**config.mk**
```make
export PLATFORM = sky130hd
export DESIGN_NAME = axis_packet_mux
export DESIGN_NICKNAME = d
export VERILOG_FILES = /design/src/rtl/axis_mux_pkg.sv /design/src/rtl/axis_skid_buffer.sv /design/src/rtl/axis_packet_mux.sv
export SDC_FILE = /design/constraint.sdc
export NUM_CORES = 1
export LEC_CHECK = 0
export ABC_AREA = 1
export CAP_MARGIN = 25
export CORE_UTILIZATION = 42
export DETAILED_ROUTE_END_ITERATION = 8
export HOLD_SLACK_MARGIN = 0.05
export PLACE_DENSITY = 0.78
export RECOVER_POWER = 50
export SYNTH_ARGS = -nofsm -noshare
export SYNTH_HDL_FRONTEND = slang
export SYNTH_SLANG_ARGS = --single-unit
```
**constraint.sdc**
```tcl
create_clock -name aclk -period 2.53 [get_ports aclk]
set_input_delay 0.3795 -clock aclk [delete_from_list [all_inputs] [get_ports aclk]]
set_output_delay 0.3795 -clock aclk [all_outputs]
set_load 0.03 [all_outputs]
```
**src/rtl/axis_mux_pkg.sv**
```systemverilog
// axis_mux_pkg
//   Shared types and helpers for the AXI4-Stream packet multiplexer.
//   - mux_state_e : arbiter states (IDLE, LOCK)
//   - clog2_min1  : $clog2 clamped to at least 1 bit
//   - rr_pick     : round-robin winner search starting at ptr+1
package axis_mux_pkg;

    // Upper bound on channel count accepted by rr_pick's valid vector.
    localparam int MAX_NCH = 64;

    typedef enum logic {
        IDLE = 1'b0,
        LOCK = 1'b1
    } mux_state_e;

    function automatic int clog2_min1(input int n);
        return (n <= 1) ? 1 : $clog2(n);
    endfunction

    // First set bit of valid[0..n-1] searched from ptr+1 upward, wrapping.
    // ptr itself is visited last, so the previous winner has lowest priority.
    function automatic int rr_pick(input logic [MAX_NCH-1:0] valid,
                                   input int ptr, input int n);
        int   idx;
        int   win;
        logic found;
        win   = 0;
        found = 1'b0;
        for (int k = 1; k <= n; k++) begin
            idx = ptr + k;
            if (idx >= n) idx = idx - n;
            if (!found && valid[idx]) begin
                win   = idx;
                found = 1'b1;
            end
        end
        return win;
    endfunction

endpackage

```
**src/rtl/axis_skid_buffer.sv**
```systemverilog
// axis_skid_buffer
//   Two-entry output buffer with registered outputs. The producer must only
//   push while o_full is low; pop happens on o_valid && i_ready.
//   Ports:
//     i_clk, i_rst (sync, active-high), i_en (clock enable)
//     i_push, i_data  : write side
//     i_ready         : downstream ready
//     o_valid, o_data : read side (head entry)
//     o_full          : both entries occupied
module axis_skid_buffer #(
    parameter int PW = 8
) (
    input  logic          i_clk,
    input  logic          i_rst,
    input  logic          i_en,
    input  logic          i_push,
    input  logic [PW-1:0] i_data,
    input  logic          i_ready,
    output logic          o_valid,
    output logic [PW-1:0] o_data,
    output logic          o_full
);

    logic [PW-1:0] r_head;
    logic [PW-1:0] r_tail;
    logic [1:0]    r_cnt;
    logic          w_pop;

    assign w_pop   = (r_cnt != 2'd0) && i_ready;
    assign o_valid = (r_cnt != 2'd0);
    assign o_full  = (r_cnt == 2'd2);
    assign o_data  = r_head;

    always_ff @(posedge i_clk) begin
        if (i_rst) begin
            r_head <= '0;
            r_tail <= '0;
            r_cnt  <= 2'd0;
        end else if (i_en) begin
            case ({i_push, w_pop})
                2'b11: begin
                    // Count unchanged; the new beat lands behind whatever remains.
                    if (r_cnt == 2'd1) begin
                        r_head <= i_data;
                    end else begin
                        r_head <= r_tail;
                        r_tail <= i_data;
                    end
                end
                2'b10: begin
                    if (r_cnt == 2'd0) r_head <= i_data;
                    else               r_tail <= i_data;
                    r_cnt <= r_cnt + 2'd1;
                end
                2'b01: begin
                    // Draining the last entry leaves the head value in place.
                    if (r_cnt == 2'd2) r_head <= r_tail;
                    r_cnt <= r_cnt - 2'd1;
                end
                default: ;
            endcase
        end
    end

endmodule

```
**src/rtl/axis_packet_mux.sv**
```systemverilog
// axis_packet_mux
//   NCH-channel AXI4-Stream packet multiplexer, round-robin at packet
//   granularity, with a 2-entry registered output buffer.
//   Ports:
//     aclk, areset (sync, active-high), aclken (clock enable)
//     s_axi_*      : NCH slave streams, channel i at [i*W +: W]
//     m_axi_*      : merged master stream (registered)
//     grant_active : a packet is locked
//     grant_idx    : currently or last granted channel
//     m_axi_tid    : source channel of the output beat (AXIS_MUX_TID_EN only)
//   Optional build macro: AXIS_MUX_TID_EN.
module axis_packet_mux
    import axis_mux_pkg::*;
#(
    parameter  int NCH   = 4,
    parameter  int DSIZE = 32,
    parameter  int USIZE = 1,
    localparam int CHW   = clog2_min1(NCH)
) (
    input  logic                   aclk,
    input  logic                   areset,
    input  logic                   aclken,
    input  logic [NCH*DSIZE-1:0]   s_axi_tdata,
    input  logic [NCH*USIZE-1:0]   s_axi_tuser,
    input  logic [NCH-1:0]         s_axi_tvalid,
    input  logic [NCH-1:0]         s_axi_tlast,
    output logic [NCH-1:0]         s_axi_tready,
    output logic [DSIZE-1:0]       m_axi_tdata,
    output logic [USIZE-1:0]       m_axi_tuser,
    output logic                   m_axi_tvalid,
    output logic                   m_axi_tlast,
    input  logic                   m_axi_tready,
`ifdef AXIS_MUX_TID_EN
    output logic [CHW-1:0]         m_axi_tid,
`endif
    output logic                   grant_active,
    output logic [CHW-1:0]         grant_idx
);

`ifdef AXIS_MUX_TID_EN
    localparam int PW = USIZE + 1 + DSIZE + CHW;
`else
    localparam int PW = USIZE + 1 + DSIZE;
`endif

    mux_state_e     r_state, w_state_nxt;
    logic [CHW-1:0] r_ptr, w_ptr_nxt;
    logic [CHW-1:0] r_grant, w_grant_nxt;
    logic [CHW-1:0] w_win;
    logic           w_skid_full;
    logic           w_rdy;
    logic           w_accept;
    logic [DSIZE-1:0] w_data;
    logic [USIZE-1:0] w_user;
    logic           w_last;
    logic [PW-1:0]  w_push_data;
    logic [PW-1:0]  w_out_data;

    assign w_win  = CHW'(rr_pick(MAX_NCH'(s_axi_tvalid), int'(r_ptr), NCH));
    assign w_data = s_axi_tdata[r_grant*DSIZE +: DSIZE];
    assign w_user = s_axi_tuser[r_grant*USIZE +: USIZE];
    assign w_last = s_axi_tlast[r_grant];
    // Ready only looks at registered state plus the enable/reset qualifiers.
    assign w_rdy  = aclken && !areset && !w_skid_full;

    always_comb begin
        w_state_nxt  = r_state;
        w_ptr_nxt    = r_ptr;
        w_grant_nxt  = r_grant;
        s_axi_tready = '0;
        w_accept     = 1'b0;
        case (r_state)
            IDLE: begin
                if (|s_axi_tvalid) begin
                    w_grant_nxt = w_win;
                    w_state_nxt = LOCK;
                end
            end
            LOCK: begin
                s_axi_tready[r_grant] = w_rdy;
                w_accept = s_axi_tvalid[r_grant] && w_rdy;
                if (w_accept && w_last) begin
                    w_state_nxt = IDLE;
                    w_ptr_nxt   = r_grant;
                end
            end
            default: w_state_nxt = IDLE;
        endcase
    end

    always_ff @(posedge aclk) begin
        if (areset) begin
            r_state <= IDLE;
            r_ptr   <= CHW'(NCH - 1);
            r_grant <= '0;
        end else if (aclken) begin
            r_state <= w_state_nxt;
            r_ptr   <= w_ptr_nxt;
            r_grant <= w_grant_nxt;
        end
    end

    assign grant_active = (r_state == LOCK);
    assign grant_idx    = r_grant;

`ifdef AXIS_MUX_TID_EN
    assign w_push_data = {w_user, w_last, w_data, r_grant};
    assign {m_axi_tuser, m_axi_tlast, m_axi_tdata, m_axi_tid} = w_out_data;
`else
    assign w_push_data = {w_user, w_last, w_data};
    assign {m_axi_tuser, m_axi_tlast, m_axi_tdata} = w_out_data;
`endif

    axis_skid_buffer #(
        .PW (PW)
    ) u_skid (
        .i_clk   (aclk),
        .i_rst   (areset),
        .i_en    (aclken),
        .i_push  (w_accept),
        .i_data  (w_push_data),
        .i_ready (m_axi_tready),
        .o_valid (m_axi_tvalid),
        .o_data  (w_out_data),
        .o_full  (w_skid_full)
    );

endmodule

```
[After elaboration in Yosys (flattened, before gate mapping)]
Cells that the tools add are included.
Word-level totals
  output and inout port bits: 42
  word-level logic and storage cells: 106
  bits in registers: 75
  bits of input ports: 144
Cells by class
  reduce and logical (&&, ||, !) cells: 25
  shifts and indexed selects: 2
  magnitude comparators: 10
  equality and inequality tests: 9
  mux-type cells: 42
  add/sub/neg operators: 10
  bitwise gates (word level): 2
Operators with widths (count)
  2-to-1 mux 34 bit: 5
  less-than comparator 32 x 8 -> 1 bit, second input constant: 4
  2-to-1 mux 32 bit: 4
  indexed part select 128 x 8 -> 32 bit: 1
  case mux 34 bit (3 select lines): 1
  case mux 34 bit (2 select lines): 1
  binary-select mux 1 bit (select 6 bit): 4
  2-to-1 mux 1 bit: 17
  subtractor 3 x 3 -> 4 bit, second input constant: 3
  greater-or-equal comparator 3 bit, second input constant: 3
  logical AND 1 bit: 9
  2-to-1 mux 2 bit: 4
  AND reduction 4 bit: 2
  adder 2 x 2 -> 3 bit, second input constant: 2
  == test 2 bit, second input constant: 3
  != test 2 bit, second input constant: 3
  AND reduction 3 bit: 2
  nonzero test 2 bit: 3
  zero test 1 bit: 5
  subtractor 4 x 3 -> 5 bit, second input constant: 1
  adder 2 x 3 -> 4 bit, second input constant: 1
  bitwise AND 4 bit: 1
  binary-select mux 1 bit (select 2 bit): 2
  == test 2 x 1 -> 1 bit, second input constant: 2
  other kinds (17): 17

[Depth between registers and ports, before layout]
  word-level depth: 16
  gate-level depth with buffers: 17
  mapped depth without buffers: 15

[Hierarchy]
From an unflattened synthesis, not the netlist that was laid out.
Unflattened totals
  cell total of the unflattened synthesis: 1041
  area, all modules: 5685.5 µm²
Modules (own cells, without submodules)
  axis_skid_buffer: cells an instance 795, instances 1, area an instance 4330.4 µm², sequential area each 1401.3 µm²
  axis_packet_mux: cells an instance 246, instances 1, area an instance 1355.0 µm², sequential area each 100.1 µm²

[Least setup slack after synthesis]
No wires, ideal clock.
  path kind: register to register
  from: reg r_grant[0], in the netlist grant_idx[0]
  to: reg u_skid.r_tail[29]
  buffers on the path: 4
  period minus slack after synthesis: 2.575 ns
  cell stages (with the launch flop): 15
  data arrival time: 2.455 ns
  path slack: -0.045 ns
  setup time: 0.119 ns
  cells stage by stage: dfxtp_1 buf_6 nand2_4 inv_4 buf_6 a22oi_2 o211ai_2 nand2_1 inv_1 ha_1 o21ai_0 a221oi_2 buf_2 buf_2 a21oi_1
On the way
  word-level cells in the longest chain between the ends: 7
  elaborated cells between the ends (all ways): 14
  classes of those cells: eq/ne (4); shift (1); mux (6); reduce/logical (3)
RTL lines
  start, declared: RTL line axis_packet_mux.sv:48  | logic [CHW-1:0] r_grant, w_grant_nxt;
  start signal, assigned: RTL line axis_packet_mux.sv:99  | r_grant <= w_grant_nxt;
  parallel branches: the longest is 7 deep, another holds indexed part select 128 x 8 -> 32 bit
  end signal, assigned: RTL line axis_skid_buffer.sv:47  | r_tail <= i_data;
  end signal, assigned: RTL line axis_skid_buffer.sv:52  | else r_tail <= i_data;
  end, declared: RTL line axis_skid_buffer.sv:25  | logic [PW-1:0] r_tail;
Several ways; the timed one is not identified. The select of a mux whose other input is x is not followed.
A chain may end at the register's enable or synchronous reset.

[Worst setup path in the final report]
  from: reg u_skid.r_cnt[0]
  to: reg u_skid.r_tail[30]
On the way
  word-level cells in the longest chain between the ends: 8
  elaborated cells between the ends (all ways): 16
  classes of those cells: eq/ne (6); mux (2); reduce/logical (8)
RTL lines
  start, declared: RTL line axis_skid_buffer.sv:26  | logic [1:0] r_cnt;
  start signal, assigned: RTL line axis_skid_buffer.sv:53  | r_cnt <= r_cnt + 2'd1;
  start signal, assigned: RTL line axis_skid_buffer.sv:58  | r_cnt <= r_cnt - 2'd1;
  == test 2 bit: RTL line axis_skid_buffer.sv:31  | assign o_full = (r_cnt == 2'd2);
  zero test 1 bit: RTL line axis_packet_mux.sv:64  | assign w_rdy = aclken && !areset && !w_skid_full;
  logical AND 1 bit: RTL line axis_packet_mux.sv:64
  logical AND 1 bit: RTL line axis_packet_mux.sv:81  | w_accept = s_axi_tvalid[r_grant] && w_rdy;
  2-to-1 mux 1 bit: RTL line axis_packet_mux.sv:72  | case (r_state)
  == test 2 bit: RTL line axis_skid_buffer.sv:40  | case ({i_push, w_pop})
  != test 2 bit (no line) or nonzero test 2 bit (tied branches)
  AND reduction 4 bit (no line)
Several ways; a longest one is shown, not always the timed one.

==> summary.md <==
| Metric | Value |
|---|---|
| Worst min-delay path class | `register to register` |
| Hold WS | `0.535 ns` |
| Initial Util | `43.4%` |
| Max-slew headroom | `44.0%` |
| DIE WIDTH | `116 um` |
| Core ar. | `12700 um^2` |
| Worst Setup Path Type | `register to register` |
| Num CTS Buffers | `9` |
| Gate power share | `28.6%` |
| Number of global-route vias before repair | `6077` |
| Vias | `6490` |
| Critical path cell sequence | `inv_1, ha_1, nor3_2, nand2_1, inv_1, nand2_1, inv_2, ha_1, o21ai_1, a221oi_4, buf_6, buf_12, nor2_1, a21oi_1, nor2_1` |
| Root buf cell | `clkbuf_16` |
| Slew Viols, Final | `0` |
| Top Family by Delay on Critical Path | `buffers and inverters` |
| CTS H-tree depth | `3` |
| Top cells by area, synth | `dfxtp_1 (27%), nand2_1 (19%), a21oi_1 (9.2%)` |
| TritonCTS clock tree | `done` |
| Yosys top cell by area | `dfxtp_1` |
| Count of cell types in the netlist | `31` |
| Critical-path top delay cell | `dfxtp_2` |
| Worst Max-Slew Pin Slew | `0.839 ns` |
| Initial antenna violation count | `0` |
| Cells after synthesis | `902` |
| Maximum clock path buffer count | `2` |
| Layout cells sized above 1 | `9.43%` |
| First-pass GRT wire length | `28.6 mm` |
| Dpl cells | `1244` |
| Ports | `186` |
| Diode count | `0` |
| CP Launch Type | `register` |
| Clock power frac | `37.3%` |
| Final net count | `1245` |
| Most common cell in the netlist | `nand2_1` |
| WP data required | `2.76 ns` |
| 1st-iter DRT viols | `463` |
| Clk sinks | `75` |
| Wire per inst | `14.2 um` |
| P_sw | `0.00111 W` |
| Area Overhead vs Synth | `46.2%` |
| Post-Route Utilization | `63.4%` |
| PwrDens | `458 nW/um^2` |
| WP data arrival | `2.60 ns` |
| Maximum vdd drop | `305 uV` |
| Main synth FF type | `dfxtp_1` |
| Post-synthesis sequential area ratio | `27.3%` |
| PortBufs | `185` |
| Fin cells | `1264` |
| Switching portion of total power | `30.1%` |
| Max Clock Skew | `0.00427 ns` |
| Mean Syn Cell Area | `6.10 um^2` |
| Ys Warns | `0` |
| FP Rows | `41` |
| Top post-synthesis cells by count | `nand2_1 (274), inv_1 (116), a21oi_1 (101)` |
| Grt ovf | `0` |
| Final antenna-violating net count | `0` |
| Hold buffer count at cts | `0` |
| Slowest cell delay on critical path | `0.36 ns` |
| FMAX | `0.422 GHz` |
| Top cell type's share of synthesized area | `27.3%` |
| Vias/cell | `5.13` |
| Sequential Power Share | `34.1%` |
| Critical path peak fanout | `13` |
| Worst Path Buf+Inv | `5` |
| Residual DRC | `0` |
| Final setup vio count | `0` |
| Yosys reg bits | `75` |
| CP endpoint kind | `register` |
| Largest net degree at the start of global routing | `46` |
| GPL Wtd Cong | `0.884` |
| Skew-Pair Late Insertion Delay | `0.33 ns` |
| Post-Syn Area | `5500 um^2` |
| Setup TNS Final | `0 ns` |
| Tcrit/Tclk final | `93.6%` |
| Final HPWL DP | `12.9 mm` |
| Status | `finished clean` |
| Die H | `116 um` |
| Final Hold Violating Endpoints | `0` |
| Int Pwr | `0.00257 W` |
| Async SR Flop Fraction | `0%` |
| Total power | `0.00368 W` |
| Clock period minus worst slack | `2.37 ns` |
| Detailed-router iteration count before antenna repair | `5` |
| Lkg Pwr | `3.72 nW` |
| EDFF count, synth | `0` |
| Die area | `13600 um^2` |
| Post-synth net total | `1059` |
| GRT Overall Usage | `26.7%` |
| Routed WL | `18.0 mm` |
| Filler instances | `1187` |
| Worst-path clk slew | `0.06 ns` |
| Maxcap violations | `0` |
| RSZ-0062 raised after global routing | `true` |
[state kept, by name (all words and copies together), names as in the netlist]
name / flops
u_skid.r_cnt: 2
r_ptr: 2
u_skid.o_data: 34
u_skid.r_tail: 34
grant_idx: 2
grant_active: 1
[metal layers]
metal / share of wire (%) / up-vias / GRT usage (%)
met3: 8.5 / 46 / 5.55
li1: - / 3263 / -
met4: 3.0 / 0 / 10.8
met2: 48 / 276 / 48.8
met1: 41 / 2905 / 30.1
met5: 0 / - / 0
[tightest hold or removal path: cells and delay by family, from the launching register on]
kind / cells / cell delay [ns]
flip-flops: 1 / 0.34
AO/OA/AOI/OAI: 2 / 0.16
[cell type report]
type / instances / area [um^2] / area share, %
sequential: 75 / 1510 / 18.7
clock inverter: 5 / 77.6 / 0.965
multi-input combinational: 650 / 3250 / 40.4
clock buffer: 10 / 239 / 2.97
tap: 172 / 215 / 2.68
timing repair buffer: 229 / 2280 / 28.4
inverter: 123 / 472 / 5.87
[worst paths after layout]
kind,endpoint,slack [ns],cells after the start,from
worst max-delay path,u_skid.r_tail[30],0.16,15,u_skid.r_cnt[0]
worst min-delay path,u_skid.r_cnt[0],0.53,2,u_skid.r_cnt[0]
worst max register to register,u_skid.r_tail[30],0.16,15,u_skid.r_cnt[0]
worst min register to register,u_skid.r_cnt[0],0.53,2,u_skid.r_cnt[0]
[cell families after synthesis]
| kind of cell | share of synthesized area (%) |
|---|---|
| xor gates and xnor gates | 0.159 |
| adders and majority gates | 2.96 |
| AOI/OAI and AO/OA | 22.2 |
| buffers and inverters | 13.9 |
| DFF | 27.3 |
| and+or+nand+nor | 33.5 |
[placed cells by master, fill, tap and decap left out, drive strengths merged]
master	n
a21oi	101
a221oi	1
a22oi	11
buf	41
bufinv	2
clkbuf	17
clkdlybuf4s50	144
clkinv	3
clkinvlp	1
dfxtp	75
dlygate4sd3	37
ha	13
inv	122
nand2	276
nand3	61
nand4	22
nor2	59
nor3	4
o211ai	2
o21a	18
o21ai	81
xnor2	1
[per-stage QoR]
step	setup slack (ns)	instance area (um^2)
floorplan	0.0705	5500
global placement	-0.0743	7660
detailed placement	-0.139	7660
CTS	0.0266	7980
global route	-0.0101	8040
finish	0.161	8040
[power groups by stage]
stage               combinational, W  sequential [W]  clock [W]
global route                 0.00115         0.00126    0.00144
detailed placement           0.00106         0.00128          0
global placement             0.00104         0.00128          0
finish                       0.00105         0.00125    0.00137
CTS                          0.00106         0.00126    0.00138
floorplan                   0.000535         0.00132          0
[repair_timing]
item,CTS,global route
resized for setup,0,8
setup buffers,0,3
setup endpoints to repair,0,68
Power figures use the tool's default switching activity.
